<file path="src/rtl/core_fetch_if.sv">
// Fetch-unit bundle: instruction-memory request/response, decode handoff, redirect and fault report.
// master = fetch unit, slave = memory/decode/branch side.
interface core_fetch_if;
    logic        FETCH_EN;
    logic        MEM_REQ;
    logic [31:0] MEM_ADDR;
    logic        MEM_VALID;
    logic [31:0] MEM_DATA;
    logic        INST_VALID;
    logic        INST_READY;
    logic [31:0] INST;
    logic [31:0] INST_PC;
    logic        REDIRECT;
    logic [31:0] REDIRECT_PC;
    logic        EXC_MISALIGN;
    logic [31:0] EXC_PC;

    modport master (
        input  FETCH_EN, MEM_VALID, MEM_DATA, INST_READY, REDIRECT, REDIRECT_PC,
        output MEM_REQ, MEM_ADDR, INST_VALID, INST, INST_PC, EXC_MISALIGN, EXC_PC
    );

    modport slave (
        output FETCH_EN, MEM_VALID, MEM_DATA, INST_READY, REDIRECT, REDIRECT_PC,
        input  MEM_REQ, MEM_ADDR, INST_VALID, INST, INST_PC, EXC_MISALIGN, EXC_PC
    );
endinterface

</file>
<file path="src/rtl/core_fetch.sv">
// Single-outstanding instruction fetch: 3 cycles/instruction minimum with 1-cycle memory.
// Decode backpressure holds the instruction in HOLD; redirect flushes, draining any in-flight response.
module core_fetch #(
    parameter logic [31:0] RESET_PC = 32'h0000_0000
) (
    input  logic          CLK,
    input  logic          RST,
    core_fetch_if.master  fetch
);

    typedef enum logic [5:0] {
        IDLE  = 6'b000001,
        REQ   = 6'b000010,
        WAIT  = 6'b000100,
        HOLD  = 6'b001000,
        DRAIN = 6'b010000,
        FAULT = 6'b100000
    } state_t;

    state_t      state;
    state_t      resume_state;
    logic [31:0] pc;
    logic        outstanding;
    logic        resp_now;
    logic        pend_after;
    logic        inst_valid;
    logic [31:0] inst;
    logic [31:0] inst_pc;
    logic        exc_misalign;
    logic [31:0] exc_pc;

    assign fetch.MEM_REQ      = (state == REQ);
    assign fetch.MEM_ADDR     = pc;
    assign fetch.INST_VALID   = inst_valid;
    assign fetch.INST         = inst;
    assign fetch.INST_PC      = inst_pc;
    assign fetch.EXC_MISALIGN = exc_misalign;
    assign fetch.EXC_PC       = exc_pc;

    // A request issued in REQ counts as in flight even before the flag is set.
    always_comb begin
        resume_state = fetch.FETCH_EN ? REQ : IDLE;
        resp_now     = fetch.MEM_VALID && (state == WAIT || state == DRAIN || state == FAULT);
        pend_after   = (outstanding || state == REQ) && !resp_now;
    end

    always_ff @(posedge CLK) begin
        if (!RST) begin
            state        <= IDLE;
            pc           <= RESET_PC;
            outstanding  <= 1'b0;
            inst_valid   <= 1'b0;
            inst         <= 32'h0;
            inst_pc      <= 32'h0;
            exc_misalign <= 1'b0;
            exc_pc       <= 32'h0;
        end else if (fetch.REDIRECT) begin
            pc          <= fetch.REDIRECT_PC;
            inst_valid  <= 1'b0;
            outstanding <= pend_after;
            if (fetch.REDIRECT_PC[1:0] != 2'b00) begin
                exc_misalign <= 1'b1;
                exc_pc       <= fetch.REDIRECT_PC;
                state        <= FAULT;
            end else begin
                exc_misalign <= 1'b0;
                state        <= pend_after ? DRAIN : resume_state;
            end
        end else begin
            case (state)
                IDLE: begin
                    if (fetch.FETCH_EN) state <= REQ;
                end
                REQ: begin
                    outstanding <= 1'b1;
                    state       <= WAIT;
                end
                WAIT: begin
                    if (fetch.MEM_VALID) begin
                        inst        <= fetch.MEM_DATA;
                        inst_pc     <= pc;
                        inst_valid  <= 1'b1;
                        outstanding <= 1'b0;
                        state       <= HOLD;
                    end
                end
                HOLD: begin
                    if (inst_valid && fetch.INST_READY) begin
                        pc         <= pc + 32'd4;
                        inst_valid <= 1'b0;
                        state      <= resume_state;
                    end
                end
                DRAIN: begin
                    // The stale response is dropped; INST keeps its old value.
                    if (fetch.MEM_VALID || !outstanding) begin
                        outstanding <= 1'b0;
                        state       <= resume_state;
                    end
                end
                FAULT: begin
                    if (fetch.MEM_VALID) outstanding <= 1'b0;
                end
                default: state <= IDLE;
            endcase
        end
    end

endmodule
</file>
<file path="src/flat_wrapper.sv">
// flat-port wrapper written by rule: the top's interface ports become plain ports
module core_fetch_flat 
#(
    parameter logic [31:0] RESET_PC = 32'h0000_0000
)
  (CLK, RST, fetch_FETCH_EN, fetch_MEM_VALID, fetch_MEM_DATA, fetch_INST_READY, fetch_REDIRECT, fetch_REDIRECT_PC, fetch_MEM_REQ, fetch_MEM_ADDR, fetch_INST_VALID, fetch_INST, fetch_INST_PC, fetch_EXC_MISALIGN, fetch_EXC_PC);
  core_fetch_if fetch_i ();
  input  logic CLK;
  input  logic RST;
  input wire logic [$bits(fetch_i.FETCH_EN)-1:0] fetch_FETCH_EN;
  input wire logic [$bits(fetch_i.MEM_VALID)-1:0] fetch_MEM_VALID;
  input wire logic [$bits(fetch_i.MEM_DATA)-1:0] fetch_MEM_DATA;
  input wire logic [$bits(fetch_i.INST_READY)-1:0] fetch_INST_READY;
  input wire logic [$bits(fetch_i.REDIRECT)-1:0] fetch_REDIRECT;
  input wire logic [$bits(fetch_i.REDIRECT_PC)-1:0] fetch_REDIRECT_PC;
  output wire logic [$bits(fetch_i.MEM_REQ)-1:0] fetch_MEM_REQ;
  output wire logic [$bits(fetch_i.MEM_ADDR)-1:0] fetch_MEM_ADDR;
  output wire logic [$bits(fetch_i.INST_VALID)-1:0] fetch_INST_VALID;
  output wire logic [$bits(fetch_i.INST)-1:0] fetch_INST;
  output wire logic [$bits(fetch_i.INST_PC)-1:0] fetch_INST_PC;
  output wire logic [$bits(fetch_i.EXC_MISALIGN)-1:0] fetch_EXC_MISALIGN;
  output wire logic [$bits(fetch_i.EXC_PC)-1:0] fetch_EXC_PC;
  assign fetch_i.FETCH_EN = fetch_FETCH_EN;
  assign fetch_i.MEM_VALID = fetch_MEM_VALID;
  assign fetch_i.MEM_DATA = fetch_MEM_DATA;
  assign fetch_i.INST_READY = fetch_INST_READY;
  assign fetch_i.REDIRECT = fetch_REDIRECT;
  assign fetch_i.REDIRECT_PC = fetch_REDIRECT_PC;
  assign fetch_MEM_REQ = fetch_i.MEM_REQ;
  assign fetch_MEM_ADDR = fetch_i.MEM_ADDR;
  assign fetch_INST_VALID = fetch_i.INST_VALID;
  assign fetch_INST = fetch_i.INST;
  assign fetch_INST_PC = fetch_i.INST_PC;
  assign fetch_EXC_MISALIGN = fetch_i.EXC_MISALIGN;
  assign fetch_EXC_PC = fetch_i.EXC_PC;
  core_fetch #(.RESET_PC(RESET_PC)) u_core (.CLK(CLK), .RST(RST), .fetch(fetch_i));
endmodule
</file>
<file path="config.mk">
export PLATFORM = sky130hd
export DESIGN_NAME = core_fetch_flat
export DESIGN_NICKNAME = d
export VERILOG_FILES = /design/src/rtl/core_fetch_if.sv /design/src/rtl/core_fetch.sv /design/src/flat_wrapper.sv
export SDC_FILE = /design/constraint.sdc
export NUM_CORES = 1
export LEC_CHECK = 0
export CAP_MARGIN = 20
export CORE_AREA = 2 2 124 102
export CTS_CLUSTER_DIAMETER = 50
export CTS_CLUSTER_SIZE = 8
export DETAILED_ROUTE_END_ITERATION = 7
export DIE_AREA = 0 0 126 104
export PLACE_DENSITY = 0.85
export SKIP_LAST_GASP = 1
export SYNTH_ARGS = -nofsm -noshare
export SYNTH_HDL_FRONTEND = slang
export SYNTH_SLANG_ARGS = --single-unit
</file>
<file path="constraint.sdc">
create_clock -name CLK -period 3 [get_ports CLK]
set_input_delay 0.3 -clock CLK [delete_from_list [all_inputs] [get_ports CLK]]
set_output_delay 0.3 -clock CLK [all_outputs]
set_load 0.005 [all_outputs]
</file>
==> reports/results.ini, run 1 <==
[clock_network]
cts_tree=built
cts_buffer_depth=2
cts_made_buffers=17
cts_sinks=137
holdBufCountCts=0
cts_root_buf=clkbuf_16
cts_setup_buffers=0
htreeDepth=4
clk_latency_ns=0.41
ctsResizeCount=0
clk_pin_slew_worst_paths_ns=0.06

[worst_setup_path]
rrSetupSlack_ns=0.69
critPathTopFamily=simple AND/OR/NAND/NOR gates
cp-startpoint=u_core.state[5]
cp_data_arrival_time_ns=2.21
endpoint=fetch_MEM_REQ
path_buf_inv=1
critPathMaxFanout=10
rr_worst_depth=6
crit_cells=3
cp_slowest_stage_delay_ns=0.60
r2r-start=u_core.state[5]
critPathSlowestCell=or4_4
startpoint_type=flop
path_cells=or4_4, nor2_1, clkdlybuf4s50_1
required_ns=2.70
criticalPathCategory=flop to primary output
r2r_end=u_core.fetch.INST_PC[13]
cp-end-kind=primary output

[timing]
hold_viol_final=0
tightestPinTransition_ns=0.781
setup_viol=0
slew_headroom=0.475
period_minus_slack_ns=2.51
rsz0062_at_grt=no
finClkSkew_ns=0.00565
fin_tns_setup_ns=0
slew_viol_final=0
fmax_ghz=0.398
fin_crit_sh=0.837
whs_ns=0.428
worst_slack_ns=0.488

[cells_and_area]
fillerInstances=909
antenna_cells=0
drive_above_1_share=0.0681
num-nets-final=968
area_delta_synth_final_pct=48.7

[place]
numPortBuffers=200
gp_congestion=0.905
dp_hpwl_mm=11.6
pre_cts_slack_ns=0.798

[route]
dr.pass1.iters=5
wirelength_mm=17.1
wl_per_cell_um=16.1
routed_via_density=5.43
ant_nets=0
route.detailed.drc=0
dr.first_iter.drc_count=520
vias=5767

[synth]
synth-edff-count=0
synth_cells=714
ys_seq_elements=137
synth_nets=785
syn_avg_cell_area_um2=7.95
ys.flop_type=dfxtp_1
async_flop_share=0
yosysSeqAreaShare=0.483
ys_warn_count=0
yosys.cell_types.count=43
syn_area_um2=5670

[floorplan]
die_y_um=104
core_um2=11900
die_w_um=126
die_area_um2=13100
fp-row-count=36
ios=201
initial_core_util=0.477

[power]
cellLeakagePower_nw=2.98
ir_drop_uv=452
power_density_nw_per_um2=555

[grt]
grt_pass1_vias=5418
grt_max_degree=60
grt_pass1_wl_mm=27.7
overflow=0
track_usage=0.260
antenna_found_initial=0

[job]
maxCapViolations=0

[worst_hold_path]
hp-class=input port to flop

[status]
status=complete, no violations

==> per-layer routing <==
| metal | global-route usage | share of wire | vias up |
|---|---|---|---|
| met5 | 0 | 0 | - |
| met2 | 0.424 | 0.48 | 268 |
| met3 | 0.0828 | 0.089 | 31 |
| li1 | - | - | 2782 |
| met4 | 0.0730 | 0.017 | 0 |
| met1 | 0.332 | 0.42 | 2686 |
==> worst min-delay path by stage <==
stage / start / endpoint / slack, ns / cells past startpoint
floorplan: fetch_REDIRECT_PC[10] / u_core.fetch.EXC_PC[10] / 0.44 / 2
global placement: u_core.fetch.INST[7] / u_core.fetch.INST[7] / 0.44 / 2
detailed placement: u_core.fetch.INST[15] / u_core.fetch.INST[15] / 0.45 / 2
CTS: fetch_MEM_DATA[3] / u_core.fetch.INST[3] / 0.42 / 3
global route: fetch_MEM_DATA[26] / u_core.fetch.INST[26] / 0.42 / 3
finish: fetch_MEM_DATA[10] / u_core.fetch.INST[10] / 0.43 / 3
==> registers in the layout, indices dropped and copies added (netlist names) <==
name / cells
u_core.fetch.EXC_MISALIGN: 1
u_core.fetch.EXC_PC: 32
u_core.fetch.INST: 32
u_core.fetch.INST_PC: 32
u_core.fetch.INST_VALID: 1
u_core.fetch.MEM_ADDR: 32
u_core.outstanding: 1
u_core.state: 6
==> synthesized netlist by cell type, types with 2 or more instances <==
cell type	count	area share
nand2b_1	2	0.0022
a21oi_1	122	0.11
a2bb2oi_1	3	0.0046
o211ai_1	5	0.0066
nand4_4	3	0.011
clkbuf_1	38	0.025
nor4_4	3	0.011
buf_1	2	0.0013
nand2_1	206	0.14
dfxtp_1	137	0.48
nand4_1	5	0.0055
nor2_1	21	0.014
nor4_2	2	0.0044
a31oi_1	5	0.0055
nor3_1	17	0.015
a21o_1	3	0.0040
o21ai_0	30	0.026
and3_1	7	0.0077
and2_1	5	0.0055
nor2b_1	6	0.0066
or2_2	2	0.0022
xnor2_1	18	0.028
a311oi_1	5	0.0077
xor2_1	5	0.0077
inv_1	13	0.0086
nand3_1	18	0.016
and4_1	8	0.012
buf_4	8	0.011
==> worst reg2reg max path, delay by kind of cell, from the launching register on <==
kind | cells | cell delay [ns]
and+or+nand+nor | 4 | 1.37
DFF | 1 | 0.41
AOI/OAI and AO/OA | 1 | 0.15
buffers and inverters | 1 | 0.28
==> stage by stage <==
| stage | cells | power, mW | util | area (µm²) |
|---|---|---|---|---|
| 3_3_place_gp | 1030 | 2.41 | 0.654 | 7780 |
| 4_1_cts | 1062 | 4.71 | 0.709 | 8430 |
| 5_1_grt | 1062 | 4.85 | 0.709 | 8430 |
| 6_report | 1062 | 4.68 | 0.709 | 8430 |
| 3_5_place_dp | 1030 | 2.42 | 0.654 | 7780 |
| 2_1_floorplan | 714 | 2.15 | - | 5670 |
==> cell usage in the layout (no fill, tap or decap), drive strengths merged, types with 7 or more instances in the layout <==
cell           netlist  final
a21oi              122    122
and3                 7      7
and4                 8      8
buf                 12     14
clkbuf              38     19
clkdlybuf4s50        0    200
dfxtp              137    137
inv                 13     15
nand2              206    206
nand3               18     18
nand4                9      9
nor2                21     21
nor3                17     17
o21ai               30     30
xnor2               18     18
==> cell type report <==
class	instances	area, µm²	share of cell area
well taps	152	190	0.0226
clock buffers	19	433	0.0513
flip-flops and latches	137	2740	0.325
clock inverters	13	218	0.0258
inverters	14	53.8	0.00638
multi-input cells	513	2660	0.316
repair buffers	214	2130	0.253
==> report_power, final <==
part           leakage, nW  switching [mW]  internal [mW]
Clock                0.308           0.814           1.49
Combinational         1.55           0.190          0.245
Sequential            1.12          0.0708           1.88
Total                 2.98            1.07           3.61
==> cells by family after synthesis <==
group | after synthesis | synth area share
AO/OA/AOI/OAI | 178 | 0.170
buffers and inverters | 64 | 0.0492
AND/OR/NAND/NOR | 311 | 0.260
flip-flops | 137 | 0.483
adder cells (fa/ha/maj) | 1 | 0.00221
XOR/XNOR | 23 | 0.0355
Power figures use the tool's default switching activity.
==> run 2: changes to the inputs <==
--- a/config.mk
+++ b/config.mk
@@ -6,12 +6,12 @@
 export NUM_CORES = 1
 export LEC_CHECK = 0
 export CAP_MARGIN = 20
-export CORE_AREA = 2 2 124 102
+export CORE_AREA = 2 2 135 111
 export CTS_CLUSTER_DIAMETER = 50
 export CTS_CLUSTER_SIZE = 8
 export DETAILED_ROUTE_END_ITERATION = 7
-export DIE_AREA = 0 0 126 104
-export PLACE_DENSITY = 0.85
+export DIE_AREA = 0 0 137 113
+export PLACE_DENSITY = 0.76
 export SKIP_LAST_GASP = 1
 export SYNTH_ARGS = -nofsm -noshare
 export SYNTH_HDL_FRONTEND = slang
==> constraint.sdc (replaced) <==
create_clock -name CLK -period 2.15 [get_ports CLK]
set_input_delay 0.215 -clock CLK [delete_from_list [all_inputs] [get_ports CLK]]
set_output_delay 0.215 -clock CLK [all_outputs]
set_load 0.005 [all_outputs]
==> reports/results.ini, run 2 (synthesis results as in run 1) <==
[status]
status=complete, no violations

[worst_setup_path]
r2r_end=u_core.fetch.INST_PC[8]
cp_data_arrival_time_ns=2.28
r2r-start=u_core.state[5]
criticalPathCategory=flop to flop
required_ns=2.49
rr_worst_depth=6
critPathMaxFanout=33
cp-end-kind=flop
cp-startpoint=u_core.state[5]
startpoint_type=flop
rrSetupSlack_ns=0.21

[power]
clkPwrFrac=0.460
cellLeakagePower_nw=3.03
power_density_nw_per_um2=728
ir_drop_uv=732
p_sw_frac=0.237
p_int_mw=4.75
seqPwrFrac=0.435
p_switching_mw=1.47
combPwrFrac=0.105

[timing]
fmax_ghz=0.515
setup_viol=0
fin_tns_setup_ns=0
fin_crit_sh=0.902
slew_viol_final=0
rsz0062_at_grt=no
slew_headroom=0.711
period_minus_slack_ns=1.94
hold_viol_final=0
tightestPinTransition_ns=0.430
whs_ns=0.345
finClkSkew_ns=0.00563

[clock_network]
cts_buffer_depth=2
clk_pin_slew_worst_paths_ns=0.06
cts_root_buf=clkbuf_16
htreeDepth=4
clk_latency_ns=0.41
cts_tree=built
cts_sinks=137
cts_made_buffers=17
holdBufCountCts=0

[cells_and_area]
design_area_um2=8550
area_delta_synth_final_pct=50.6
layout_commonest_cell=nand2_1
multiInputGateArea_um2=2670
drive_above_1_share=0.0845
final-seq-area_um2=2740
layout_common_cells=nand2_1 (206), clkdlybuf4s50_1 (199), dfxtp_1 (136)
utilization=0.608
antenna_cells=0
num-nets-final=981
fillerInstances=1256

[job]
maxCapViolations=0

[place]
placed_cell_area_um2=7960
dp_hpwl_mm=12.0
numPortBuffers=200
gp_congestion=0.850

[route]
route.detailed.drc=0
ant_nets=0
routed_via_density=5.14
dr.first_iter.drc_count=427
wirelength_mm=17.3
dr.pass1.iters=5
wl_per_cell_um=15.6
vias=5685

[worst_hold_path]
hp-start=fetch_MEM_DATA[17]
min_path_cells=3
hp-class=input port to flop
whs_endpoint=u_core.fetch.INST[17]

[floorplan]
fp-row-count=39
initial_core_util=0.404
die_w_um=137
core_um2=14100
ios=201
die_area_um2=15500
die_y_um=113

[grt]
grt_max_degree=66
track_usage=0.223
grt_pass1_vias=5433
overflow=0
antenna_found_initial=0
grt_pass1_wl_mm=27.2

-- run 2: cell types whose count changed in the layout (fill, tap and decap cells not counted), sizes merged --
cell           before  now
buf                14   27
bufinv              5    2
clkbuf             19   20
clkdlybuf4s50     200  199
clkinv              5    6
clkinvlp            2    4
dlygate4sd2         0    1
inv                15   14
-- run 2: layout make-up --
cell class                      count  area share
Tap cell                          184      0.0269
Sequential cell                   137       0.321
Timing Repair Buffer              227       0.265
Multi-Input combinational cell    513       0.313
Clock inverter                     12      0.0145
Inverter                           14     0.00630
Clock buffer                       20      0.0534
-- run 2: what timing repair did --
| item | CTS | global route |
|---|---|---|
| endpoints found under the setup margin | 1 | 0 |
| setup buffers | 0 | 0 |
| gates resized for setup | 4 | 0 |
-- run 2: power groups by stage --
stage / logic [mW] / registers [mW] / clock network [mW]
after floorplan: 0.246 / 2.75 / 0
after detailed placement: 0.650 / 2.76 / 0
after CTS: 0.655 / 2.70 / 2.91
after global routing: 0.712 / 2.72 / 3.03
final: 0.653 / 2.70 / 2.86
after global placement: 0.643 / 2.76 / 0
-- run 2: critical path, cell delays in order (launching register included) --
cell and delay (ns):
dfxtp_1 0.31, or4_4 0.57, nor2_1 0.25, and3_2 0.30, buf_12 0.22, nand2_1 0.10, a21oi_1 0.12
-- run 2: metal layers --
layer	track usage	wire (µm)	vias up
met5	0	0	-
met3	0.0757	1540	14
met1	0.286	7680	2657
met4	0.0591	200	0
li1	-	-	2812
met2	0.358	7830	202
-- run 2: stage by stage --
step	instances	power, mW	setup WS [ns]
finish	1107	6.22	0.210
global route	1107	6.46	0.0719
CTS	1107	6.27	0.212
detailed placement	1075	3.41	0.253
global placement	1075	3.40	0.276
floorplan	714	3.00	0.269
-- run 2: worst max path at each step --
stage	slack, ns	endpoint	cells after the start
global route	0.07	u_core.fetch.MEM_ADDR[30]	6
CTS	0.21	u_core.fetch.INST_PC[8]	6
global placement	0.28	u_core.fetch.MEM_ADDR[28]	6
finish	0.21	u_core.fetch.INST_PC[8]	6
floorplan	0.27	u_core.fetch.INST[10]	8
detailed placement	0.25	u_core.fetch.MEM_ADDR[25]	7
==> run 3: changes to the inputs <==
--- a/config.mk
+++ b/config.mk
@@ -7,7 +7,7 @@
 export LEC_CHECK = 0
 export CAP_MARGIN = 20
 export CORE_AREA = 2 2 135 111
-export CTS_CLUSTER_DIAMETER = 50
+export CTS_CLUSTER_DIAMETER = 120
 export CTS_CLUSTER_SIZE = 8
 export DETAILED_ROUTE_END_ITERATION = 7
 export DIE_AREA = 0 0 137 113
==> results of run 3 <==
Final layout, timing and power as in run 2 (identical DEF).
==> RTL edit 1 (config.mk and constraints of run 2) <==
Encoding of `state_t`: now binary (3 bits for 6 states).
--- a/src/rtl/core_fetch.sv
+++ b/src/rtl/core_fetch.sv
@@ -10,9 +10,9 @@
 
-    typedef enum logic [5:0] {
-        IDLE  = 6'b000001,
-        REQ   = 6'b000010,
-        WAIT  = 6'b000100,
-        HOLD  = 6'b001000,
-        DRAIN = 6'b010000,
-        FAULT = 6'b100000
+    typedef enum logic [2:0] {
+        IDLE  = 3'd0,
+        REQ   = 3'd1,
+        WAIT  = 3'd2,
+        HOLD  = 3'd3,
+        DRAIN = 3'd4,
+        FAULT = 3'd5
     } state_t;
Check against the original RTL: no difference found for any inputs over 4 cycles, from zero or initial values and one cycle with RST low; so few cycles prove little.
==> RTL edit 1 against run 2 <==
  * Final area shrank 2.4%
  * Sequential cell count shrank 3
  * Die area is the same
  * Wire length shrank 4.3%
  * Setup slack lost 0.10 ns
  * Synthesized area shrank 5.9%
  * Synthesized cell count shrank 5.9%
  * Power shrank 0.49%
  * Largest cell class unchanged
  * Highest routed layer unchanged
==> RTL edit 1: results (changes against run 2) <==
Finish
  – Layout clock buffers: 22 (was 20)
  – Nets: 957 (was 981)
  – # fillers: 1249 (was 1256)
  – Post-Layout Cell Count: 1083 (was 1107)
  – Sequential cell area share: 0.322 (was 0.321)
  – Multi-input comb cells: 489 (was 513)
  – Non-clock buffers: 240 (was 227)
  – FF+latch count: 134 (was 137)
  – Multi-input gate area: 2470 µm² (was 2670 µm²)
  – Non-CTS inverters: 4 (was 14)

Synthesis
  – Synth cell types: 45 (was 43)
  – Synth cell count leaders: nand2_1, dfxtp_1, a21oi_1 (unchanged)
  – Sequential area share after synthesis: 0.502 (was 0.483)
  – Syn nets: 743 (was 785)

Critical path
  – CP top delay family: buffers and inverters (was simple AND/OR/NAND/NOR gates)
  – Worst-path fanout max: 6 (was 33)
  – Worst EP arrival: 1.83 ns (was 2.28 ns)
  – CP peak stage delay: 0.52 ns (was 0.57 ns)
  – Reg2Reg Depth: 7 (was 6)
  – Critical-path top delay cell: clkdlybuf4s50_1 (was or4_4)
  – Setup slack, reg-to-reg: 0.28 ns (was 0.21 ns)

Power and ir drop
  – Peak VDD IR: 0.623 mV (was 0.732 mV)
  – Power Internal: 4.76 mW (was 4.75 mW)
  – Leakage power: 2.98 nW (was 3.03 nW)

Hold path
  – Worst hold endpoint: u_core.fetch.INST[6] (was u_core.fetch.INST[17])
  – Hold path start: fetch_MEM_DATA[6] (was fetch_MEM_DATA[17])

Routing
  – 1st-pass router iterations: 4 (was 5)
  – Metal2 WL: 7130 µm (was 7830 µm)
  – Routed wl met3: 1510 µm (was 1540 µm)

Global routing
  – Largest net degree at the start of global routing: 49 (was 66)
  – GR Util met1: 0.296 (was 0.286)
  – M3 GR Usage: 0.0847 (was 0.0757)
  – Global-route wire length before repair: 25800 µm (was 27200 µm)
  – GRT Util Overall: 0.215 (was 0.223)
  – GRT met2 Usage: 0.312 (was 0.358)

Placed design
  – Final GP Congestion: 0.802 (was 0.850)
  – DPL Wire Length: 11900 µm (was 12000 µm)

Run status
  – Status: finished clean (unchanged)

STA
  – Rel. slew slack: 0.698 (was 0.711)
==> RTL edit 1: power groups by stage <==
stage | Combinational, mW | Sequential, mW | Clock (mW)
floorplan | 0.222 | 2.70 | 0
detailed placement | 0.669 | 2.70 | 0
global placement | 0.666 | 2.70 | 0
finish | 0.670 | 2.65 | 2.87
global route | 0.731 | 2.66 | 3.03
CTS | 0.674 | 2.65 | 2.91
==> RTL edit 1: metrics by stage <==
step / util / setup slack [ns] / area [µm²] / hold slack (ns)
finish: 0.593 / 0.108 / 8340 / 0.340
global route: 0.593 / 0.00212 / 8340 / 0.332
CTS: 0.593 / 0.0882 / 8340 / 0.324
detailed placement: 0.552 / 0.110 / 7760 / 0.446
global placement: 0.552 / 0.136 / 7760 / 0.440
floorplan: - / 0.438 / 5340 / 0.351
==> RTL edit 1: kinds of logic after synthesis <==
| group | Yosys count | synth area share |
|---|---|---|
| AOI/OAI and AO/OA | 166 | 0.161 |
| xor gates and xnor gates | 28 | 0.0459 |
| adders and majority gates | 1 | 0.00234 |
| buffers and inverters | 49 | 0.0368 |
| DFF | 134 | 0.502 |
| muxes | 1 | 0.00187 |
| and+or+nand+nor | 293 | 0.249 |
==> RTL edit 1: worst max path at each step <==
stage / startpoint / to / slack (ns) / cells past startpoint
after CTS: u_core.state[0] / fetch_MEM_REQ / 0.09 / 4
after global placement: fetch_INST_READY / u_core.fetch.MEM_ADDR[17] / 0.14 / 8
after floorplan: u_core.fetch.MEM_ADDR[2] / u_core.fetch.MEM_ADDR[16] / 0.44 / 6
after detailed placement: fetch_INST_READY / u_core.fetch.MEM_ADDR[17] / 0.11 / 8
final: u_core.state[0] / fetch_MEM_REQ / 0.11 / 4
after global routing: u_core.state[0] / fetch_MEM_REQ / 0.002 / 4
==> RTL edit 2 (config.mk and constraints of run 2) <==
Without the edit above. Make the reset (`RST`) asynchronous in one clocked block.
--- a/src/rtl/core_fetch.sv
+++ b/src/rtl/core_fetch.sv
@@ -46,3 +46,3 @@
 
-    always_ff @(posedge CLK) begin
+    always_ff @(posedge CLK or negedge RST) begin
         if (!RST) begin
Check against the original RTL: differs if RST is asserted again (counterexample within 4 cycles, from zero or initial values and one cycle with RST low); with RST held inactive, the same outputs for 4 cycles.
==> RTL edit 2 against run 2 <==
  * Register-to-register slack lost 0.12 ns
  * Die area is the same
  * Setup slack lost 0.17 ns
  * Wire length shrank 9.3%
  * Final area grew 4.6%
  * Maximum frequency shrank 8.0%
  * Synthesized area grew 3.1%
  * Count of clock-buffer cells in the layout is the same
  * Sequential cell count is the same
  * Largest cell class unchanged
Power is not compared: it rests on default switching activity, and its combinational part moved more than twofold at a synthesized area within 25%.
==> RTL edit 2: results (changes against run 2) <==
CTS
  – Clock slew at reported path FFs: 0.06 ns (about the same)

Synthesis
  – Synthesis Warnings: 0 (unchanged)
  – Async SR Flop Fraction: 1.00 (was 0)
  – Ranking of synthesized cells by area: dfrtp_1, mux2_2, xor2_1, nand2_1, o21ai_1 (was dfxtp_1, nand2_1, a21oi_1, xnor2_1, o21ai_0)
  – Sequential area share after synthesis: 0.586 (was 0.483)
  – Syn nets: 535 (was 785)
  – Synth cell count leaders: dfrtp_1, mux2_2, nand2_1 (was nand2_1, dfxtp_1, a21oi_1)
  – Post-synthesis compound-gate area fraction: 0.0492 (was 0.170)
  – Adder-cell area share of the yosys netlist: 0.00214 (was 0.00221)
  – Gate Count Post-Synth: 464 (was 714)
  – Top FF cell, synth: dfrtp_1 (was dfxtp_1)
  – Synth cell types: 44 (was 43)
  – Multiplexer share of the synthesized area: 0.188 (was 0)
  – XOR/XNOR Fraction of Synth Area: 0.0434 (was 0.0355)

Critical path
  – CP peak stage delay: 0.52 ns (was 0.57 ns)
  – Worst-path fanout max: 9 (was 33)
  – R2R Path End: u_core.fetch.MEM_ADDR[24] (was u_core.fetch.INST_PC[8])
  – Critical-path top delay cell: clkdlybuf4s50_1 (was or4_4)
  – Setup slack, reg-to-reg: 0.09 ns (was 0.21 ns)
  – Worst r2r src: u_core.state[2] (was u_core.state[5])
  – CP top delay family: buffers and inverters (was simple AND/OR/NAND/NOR gates)
  – Worst EP arrival: 1.89 ns (was 2.28 ns)

Placed design
  – Final GP Congestion: 0.860 (was 0.850)
  – Placed inst area: 8220 µm² (was 7960 µm²)
  – Pre-CTS setup slack: 0.0742 ns (was 0.253 ns)
  – DPL Wire Length: 11300 µm (was 12000 µm)
  – Placed Cells: 849 (was 1075)

Global routing
  – Largest net degree at the start of global routing: 59 (was 66)
  – GRT met2 Usage: 0.339 (was 0.358)
  – GR Util met1: 0.267 (was 0.286)
  – Global-route wire length before repair: 24900 µm (was 27200 µm)
  – GRT Util Overall: 0.209 (was 0.223)
  – M3 GR Usage: 0.0717 (was 0.0757)
  – Vias in the first global route: 4728 (was 5433)

Routing
  – Metal2 WL: 7690 µm (was 7830 µm)
  – Met1 Wirelength: 6650 µm (was 7680 µm)
  – Starting DRT DRC Count: 297 (was 427)
  – Routed wl met3: 1120 µm (was 1540 µm)
  – DRT Wirelength: 15600 µm (was 17300 µm)
  – 1st-pass router iterations: 4 (was 5)
  – Vias per cell: 5.11 (was 5.14)

Finish
  – Post-Layout Cell Count: 883 (was 1107)
  – Nets: 757 (was 981)
  – N_diodes: 0 (unchanged)
  – Layout cells sized above 1: 0.240 (was 0.0845)

Hold path
  – Hold path start: fetch_REDIRECT (was fetch_MEM_DATA[17])
  – Worst hold endpoint: u_core.fetch.INST_VALID (was u_core.fetch.INST[17])
  – Hold Path Cell Cnt: 2 (was 3)

STA
  – Hold Slack: 0.154 ns (was 0.345 ns)
  – Clock skew: 0.00964 ns (was 0.00563 ns)
  – Rel. slew slack: 0.724 (was 0.711)

Power and ir drop
  – Peak VDD IR: 0.555 mV
  – Leakage power: about 4 nW

Run status
  – Status: finished clean (unchanged)
## RTL edit 2: cell count changes in the layout (fill, tap and decap cells not counted), sizes merged, moves of 14 or more
| cell | before | now |
|---|---|---|
| a21oi | 122 | 5 |
| dfrtp | 0 | 136 |
| dfxtp | 137 | 0 |
| mux2 | 0 | 97 |
| nand2 | 206 | 44 |
| xnor2 | 18 | 4 |
| xor2 | 5 | 25 |
## RTL edit 2: repair_timing
item	in CTS	in global routing
pin swaps	1	1
cloned	0	0
hold endpoints to repair	77	0
hold buffers	1	0
buffers inserted	1	0
endpoints found under the setup margin	1	3
gates resized for setup	1	2
## RTL edit 2: worst max-delay path by stage
stage | start | cells after the start | end | slack (ns)
after floorplan | u_core.state[2] | 6 | u_core.fetch.MEM_ADDR[23] | 0.09
after global placement | u_core.state[2] | 6 | u_core.fetch.MEM_ADDR[25] | 0.14
after detailed placement | u_core.state[2] | 6 | u_core.fetch.MEM_ADDR[13] | 0.07
after CTS | u_core.state[2] | 4 | fetch_MEM_REQ | 0.01
after global routing | u_core.state[2] | 4 | fetch_MEM_REQ | -0.009
final | u_core.state[2] | 4 | fetch_MEM_REQ | 0.04
## RTL edit 2: layout make-up
cell class / count / area (µm²)
multi-input combinational: 296 / 2320
clock buffer: 20 / 467
tap: 184 / 230
fill: 1079 / 5110
clock inverter: 12 / 219
timing repair buffer: 225 / 2240
sequential: 137 / 3430
inverter: 9 / 33.8
## RTL edit 2: kinds of logic (layout without fill, tap and decap cells)
family,count (synthesis),count (layout)
AOI/OAI and AO/OA,51,51
xor gates and xnor gates,29,29
adders and majority gates,1,1
buffers and inverters,31,266
DFF,137,137
muxes,98,98
and+or+nand+nor,117,117
